$ cat src/rtl/d_ram_pkg.sv
// Shared definitions for the data RAM arbiter: default geometry and master indices.
package d_ram_pkg;

  localparam int DEF_ADDR_WIDTH = 11;
  localparam int DEF_DATA_WIDTH = 8;

  localparam int M_CPU = 0;
  localparam int M_DMA = 1;

  typedef enum logic {
    OWN_CPU = 1'b0,
    OWN_DMA = 1'b1
  } owner_e;

  // The master that did not win last time gets the next conflict.
  function automatic owner_e other_owner(input owner_e who);
    return (who == OWN_CPU) ? OWN_DMA : OWN_CPU;
  endfunction

  function automatic logic [1:0] owner_onehot(input owner_e who);
    return (who == OWN_CPU) ? 2'b01 : 2'b10;
  endfunction

endpackage

$ cat src/rtl/rr_arb2.sv
// Two-input conflict arbiter holding the last-winner register.
// Non-conflicting requests pass straight through; conflicts pick one winner.
module rr_arb2
  import d_ram_pkg::*;
#(
  parameter bit FIXED_PRIO = 1'b0
) (
  input  logic       clk,
  input  logic       rst,
  input  logic [1:0] req,
  input  logic       conflict,
  output logic [1:0] win
);

  owner_e last;
  owner_e conflict_winner;
  logic   contested;

  assign contested = conflict & req[M_CPU] & req[M_DMA];

  always_comb begin
    conflict_winner = other_owner(last);
    if (FIXED_PRIO) begin
      conflict_winner = OWN_CPU;
    end
  end

  always_comb begin
    win = req;
    if (contested) begin
      win = owner_onehot(conflict_winner);
    end
  end

  // Pointer only moves on contested cycles so uncontended traffic never shifts fairness.
  always_ff @(posedge clk) begin
    if (rst) begin
      last <= OWN_DMA;
    end else if (contested) begin
      last <= conflict_winner;
    end
  end

endmodule

$ cat src/rtl/d_ram_arbiter.sv
// Shares the dual-port data RAM between the CPU (master 0) and DMA loader (master 1),
// steering grants onto the write and read ports and routing registered read data back.
module d_ram_arbiter
  import d_ram_pkg::*;
#(
  parameter int ADDR_WIDTH = DEF_ADDR_WIDTH,
  parameter int DATA_WIDTH = DEF_DATA_WIDTH,
  parameter bit FIXED_PRIO = 1'b0
) (
  input  logic                  clk,
  input  logic                  rst,

  input  logic                  m0_req,
  input  logic                  m0_we,
  input  logic [ADDR_WIDTH-1:0] m0_addr,
  input  logic [DATA_WIDTH-1:0] m0_wdata,
  output logic                  m0_gnt,
  output logic                  m0_rvalid,
  output logic [DATA_WIDTH-1:0] m0_rdata,

  input  logic                  m1_req,
  input  logic                  m1_we,
  input  logic [ADDR_WIDTH-1:0] m1_addr,
  input  logic [DATA_WIDTH-1:0] m1_wdata,
  output logic                  m1_gnt,
  output logic                  m1_rvalid,
  output logic [DATA_WIDTH-1:0] m1_rdata,

  output logic                  ram_w_en,
  output logic [ADDR_WIDTH-1:0] ram_w_addr,
  output logic [DATA_WIDTH-1:0] ram_din,
  output logic                  ram_r_en,
  output logic [ADDR_WIDTH-1:0] ram_r_addr,
  input  logic [DATA_WIDTH-1:0] ram_dout
);

  logic [1:0] req;
  logic [1:0] win;
  logic       conflict;
  logic       wr0, wr1, rd0, rd1;
  logic       rvalid_q;
  owner_e     owner_q;

  assign req = {m1_req, m0_req} & {2{~rst}};

  // Same-type accesses share a RAM port; a read and write to one address would
  // return pre-write data, so those are serialised as well.
  assign conflict = m0_req & m1_req &
                    ((m0_we == m1_we) | (m0_addr == m1_addr));

  rr_arb2 #(
    .FIXED_PRIO(FIXED_PRIO)
  ) u_arb (
    .clk     (clk),
    .rst     (rst),
    .req     (req),
    .conflict(conflict),
    .win     (win)
  );

  assign m0_gnt = win[M_CPU];
  assign m1_gnt = win[M_DMA];

  assign wr0 = m0_gnt & m0_we;
  assign wr1 = m1_gnt & m1_we;
  assign rd0 = m0_gnt & ~m0_we;
  assign rd1 = m1_gnt & ~m1_we;

  always_comb begin
    ram_w_en   = wr0 | wr1;
    ram_w_addr = '0;
    ram_din    = '0;
    if (wr0) begin
      ram_w_addr = m0_addr;
      ram_din    = m0_wdata;
    end else if (wr1) begin
      ram_w_addr = m1_addr;
      ram_din    = m1_wdata;
    end
  end

  always_comb begin
    ram_r_en   = rd0 | rd1;
    ram_r_addr = '0;
    if (rd0) begin
      ram_r_addr = m0_addr;
    end else if (rd1) begin
      ram_r_addr = m1_addr;
    end
  end

  always_ff @(posedge clk) begin
    if (rst) begin
      rvalid_q <= 1'b0;
      owner_q  <= OWN_CPU;
    end else begin
      rvalid_q <= rd0 | rd1;
      owner_q  <= rd1 ? OWN_DMA : OWN_CPU;
    end
  end

  // Gating with rst drops a return whose grant preceded a reset assertion.
  assign m0_rvalid = rvalid_q & ~rst & (owner_q == OWN_CPU);
  assign m1_rvalid = rvalid_q & ~rst & (owner_q == OWN_DMA);
  assign m0_rdata  = m0_rvalid ? ram_dout : '0;
  assign m1_rdata  = m1_rvalid ? ram_dout : '0;

endmodule

$ cat config.mk
export PLATFORM = sky130hd
export DESIGN_NAME = d_ram_arbiter
export DESIGN_NICKNAME = d
export VERILOG_FILES = /design/src/rtl/d_ram_pkg.sv /design/src/rtl/rr_arb2.sv /design/src/rtl/d_ram_arbiter.sv
export SDC_FILE = /design/constraint.sdc
export NUM_CORES = 1
export LEC_CHECK = 0
export ABC_CLOCK_PERIOD_IN_PS = 1500
export CAP_MARGIN = 20
export CORE_MARGIN = 5
export CORE_UTILIZATION = 34
export CTS_CLUSTER_DIAMETER = 200
export DETAILED_ROUTE_END_ITERATION = 10
export PLACE_DENSITY = 0.79
export SLEW_MARGIN = 20
export SYNTH_ARGS = -nofsm -noshare
export SYNTH_HDL_FRONTEND = slang
export SYNTH_SLANG_ARGS = --single-unit
$ cat constraint.sdc
create_clock -name clk -period 1.5 [get_ports clk]
set_clock_uncertainty 0.1 [all_clocks]
set_input_delay 0.15 -clock clk [delete_from_list [all_inputs] [get_ports clk]]
set_output_delay 0.15 -clock clk [all_outputs]
set_load 0.01 [all_outputs]
# After elaboration in Yosys (flattened, before gate mapping)
# Index checks and enable logic that the tools add are counted.
[word_totals]
ff_bits = 3
in_bits = 52
wordCells = 36
[classes]
n_eq_ne = 2
muxes = 12
bitwise = 19
[op_table]
columns = ["operator", "count"]
rows = [
  ["$mux W11", 4],
  ["$mux W8", 4],
  ["$and A1 B1 Y1", 11],
  ["$eq A11 B11 Y1", 1],
  ["$mux W2", 2],
  ["$not A1 Y1", 4],
  ["$or A1 B1 Y1", 3],
  ["$and A2 B2 Y2", 1],
  ["$mux W1", 2],
  ["$eq A1 B1 Y1", 1],
]

# Logic depth before layout (Yosys ltp)
[depth]
ltp_word = 9
ltp_mapped = 7
depth_no_buf = 4

# Cells and area by module
# From an unflattened synthesis, not the netlist that was laid out.
[unflattened]
cells_unflattened = 95
area_unflattened_um2 = 767.0
[modules_own_cells]
columns = ["module", "instances", "cells_per_inst", "area_each_um2", "seq_area_each_um2"]
rows = [
  ["d_ram_arbiter", 1, 87, 703.2, 40.0],
  ["rr_arb2", 1, 8, 63.8, 20.0],
]

# Worst setup path after synthesis
# Ideal clock, no wire load.
[synth_timing]
kind = "reg2out"
from = "register u_arb.last"
to = "output ram_din[0]"
t_arrival_ns = 1.323
setup_slack_ns = -0.073
path_stages_with_launch = 8
path_buffers = 3
path_cell_list = "dfxtp_1 buf_4 nand2_2 and3_1 buf_1 buf_2 o21ai_0 o211ai_1"
[synth_between]
elab_chain_cells = 5
[synth_lines]
columns = ["element", "line", "text"]
rows = [
  ["from (decl)", "rr_arb2.sv:15", "owner_e last;"],
  ["from (signal assigned)", "rr_arb2.sv:40", "last <= conflict_winner;"],
  ["$mux W2 *", "d_ram_pkg.sv:21", "return (who == OWN_CPU) ? 2'b01 : 2'b10;"],
  ["$mux W2 *", "rr_arb2.sv:30", "if (contested) begin"],
  ["$and A1 B1 Y1", "d_ram_arbiter.sv:65", "assign wr1 = m1_gnt & m1_we;"],
  ["$mux W8", "d_ram_arbiter.sv:76", "end else if (wr1) begin"],
  ["$mux W8 *", "d_ram_arbiter.sv:73", "if (wr0) begin"],
  ["to (decl)", "d_ram_arbiter.sv:31", "output logic [DATA_WIDTH-1:0] ram_din,"],
]
# Every way passes the cells marked *; elsewhere a longest branch is shown, timed or not.

# Worst setup path after layout
[layout_timing]
from = "input m1_req"
to = "output ram_w_addr[2]"
[layout_between]
elab_chain_cells = 8
[layout_lines]
columns = ["element", "line", "text"]
rows = [
  ["from (decl)", "d_ram_arbiter.sv:21", "input logic m1_req,"],
  ["$and A1 B1 Y1 (2 in a row)", "d_ram_arbiter.sv:48", "assign conflict = m0_req & m1_req &"],
  ["$and A1 B1 Y1 (2 in a row)", "rr_arb2.sv:19", "assign contested = conflict & req[M_CPU] & req[M_DMA];"],
  ["$mux W2 *", "rr_arb2.sv:30", ""],
  ["$and A1 B1 Y1", "d_ram_arbiter.sv:65", ""],
  ["$mux W11", "d_ram_arbiter.sv:76", ""],
  ["$mux W11 *", "d_ram_arbiter.sv:73", ""],
  ["to (decl)", "d_ram_arbiter.sv:30", "output logic [ADDR_WIDTH-1:0] ram_w_addr,"],
]
# Marked as above.

==> impl_metrics.toml <==
[synth]
yosysTopAreaCell = "o211ai_1"
ys_types = 43
ys_ff_latch = 3
synth_edf_count = 0
netlist_area_mm2 = 0.00164
synthCells = 235
syn-num-nets = 287
synth_area_leaders = "o211ai_1, a22oi_1, nand3_1"
synth_top_area_share_pct = 23.8
syn_area_per_cell_um2 = 6.97
synth_flop_cell = "dfxtp_1"
synthArstFlopShare_pct = 0
synth-seq-area-share_pct = 3.67
yosysWarnings = 0

[sta]
slew_violations = 0
min_period_over_period_pct = 126
final.min_clock_period_ps = 1890
setup_violations = 36
worstMarginPinSlew_ps = 314
relSlewSlack_pct = 79.0
worst_slack_ps = -394
hold_violations = 0
rsz0062_at_grt = "true"
max_freq_mhz = 528

[cells_and_area]
antenna_cells = 0
layout_common_cells = "buf_4, o211ai_1, buf_2"
final_common_cell = "buf_4"
area_growth_syn_to_layout_pct = 133
drive_gt1_share_pct = 58.5
final_cells = 478
final_core_util_pct = 81.4
final_net_count = 477

[setup_path]
cp-start-kind = "primary input"
r2r_cells = 7
required_ps = 1250
critical_path_peak_fanout = 7
crit_path_frequent_cell = "buf_6"
cp_slowest_stage_delay_ps = 330
worstSetupEndpointType = "output port"
crit_slowest_cell = "dlygate4sd2_1"
crit_path_cell_trace = "dlygate4sd2_1 > nor2b_4 > a211oi_4 > buf_6 > buf_6 > nand3_1 > o211ai_1 > buf_2"
path_class = "primary input to output port"
cp.arrival_ps = 1640

[global_routing]
grt_pass1_vias = 2997
grt_overflow = 0
antenna_found_initial = 0
grt_pass1_wl_mm = 15.0
grt_max_degree = 20
track_usage_pct = 29.6

[status]
failed_checks = "setup timing"
outcome = "finished with violations"

[pwr]
peakVddDrop_mv = 0.271
power_density_mw_per_mm2 = 428
p_leak_nw = 1.59

[drt]
first_iter_violations = 305
drc_errors = 0
wl_per_cell_um = 23.6
viasPerCell = 6.64
vias = 3172
firstDrtPassIters = 6
antenna_left = 0
detail_route.wirelength_mm = 11.3

[clock_tree]
cts_tree = "yes"
htreeDepth = 1
cts_buffer_depth = 2
numCtsBuffers = 3
holdBufCountCts = 0
cts.clk_slew.worst_paths_ps = 30
cts-root-buf = "clkbuf_8"
insertion_delay_ps = 230
numClockSinks = 3

[floorplan]
coreArea_mm2 = 0.00469
dieArea_mm2 = 0.00631
initial_core_util_pct = 34.9
die_h_um = 79.4
die_w_um = 79.4
rows = 25
pin_count = 104

[place]
io_buffers = 103
place.gp.congestion = 0.889
dp.cells = 435
dp_hpwl_mm = 5.89

[run]
max_cap_viol_count = 0

[worst_hold_path]
hold_path_class = "primary input to register"
hold_path_depth = 4
synthesized netlist by cell type, types with 3 or more instances:
| library cell | count |
|---|---|
| dfxtp_1 | 3 |
| a31oi_1 | 4 |
| clkbuf_1 | 6 |
| nand3_1 | 23 |
| buf_2 | 14 |
| xnor2_2 | 3 |
| nand2b_1 | 5 |
| a22oi_1 | 29 |
| inv_1 | 3 |
| buf_4 | 3 |
| xnor2_1 | 8 |
| nor3b_1 | 4 |
| o21ai_0 | 20 |
| and2_1 | 16 |
| nor2_1 | 7 |
| o31ai_1 | 3 |
| o211ai_1 | 52 |
what timing repair did:
action                                  4_1_cts  5_1_grt
resized for setup                           313       98
gates cloned                                  5        6
endpoints found under the setup margin       55       53
buffers inserted                             24       10
pin swaps                                    30       48
worst paths after layout:
check                          start                   to  slack, ps
max                           m1_req        ram_w_addr[2]       -390
max reg2reg  u_arb.last$_SDFFE_PP1P_  rvalid_q$_SDFF_PP0_        -20
min reg2reg  u_arb.last$_SDFFE_PP1P_   owner_q$_SDFF_PP0_        800
min                            m0_we   owner_q$_SDFF_PP0_        340
sequential cells by signal, indices dropped and copies added, names as in the netlist:
signal and flops:
owner_q 1, u_arb.last 1, rvalid_q 1
through the flow:
stage	setup slack (ps)	power, W	setup TNS, ps	hold slack, ps	area, um2
global placement	-941	0.00110	-42570	726	3240
detailed placement	-956	0.00112	-44330	741	3240
CTS	-255	0.00143	-6960	477	3510
floorplan	10.8	0.000512	0	328	1650
global route	-424	0.00171	-12090	364	3820
finish	-394	0.00164	-10380	338	3820
cell families after synthesis:
kind of cell	count (synthesis)	synth area share, %
compound gates	119	52.7
buf+inv	28	8.25
flops	3	3.67
simple gates	73	27.6
xor+xnor	12	7.79
critical path: cells and delay by family:
family,cells,cell delay (ps)
buffers and inverters,4,840
AOI/OAI and AO/OA,2,360
and+or+nand+nor,2,290
routing by layer:
layer	global-route usage, %	vias up	wire length (um)
li1	-	1333	-
met1	36.1	1476	4050
met2	50.8	282	5420
met3	4.40	81	1020
met4	13.9	0	806
met5	0	-	0
where the power goes:
part / switching (W) / internal (W)
logic: 0.000623 / 0.000646
clock network: 0.0000701 / 0.000183
registers: 0.0000187 / 0.0000971
total: 0.000711 / 0.000926
area by class of cell:
class,count,area (um2)
Inverter,3,11.3
Sequential cell,3,66.3
Tap cell,54,67.6
Timing Repair Buffer,209,1840
Multi-Input combinational cell,205,1790
Clock buffer,4,45.0
Fill cell,285,871
(Power assumes the default switching activity.)
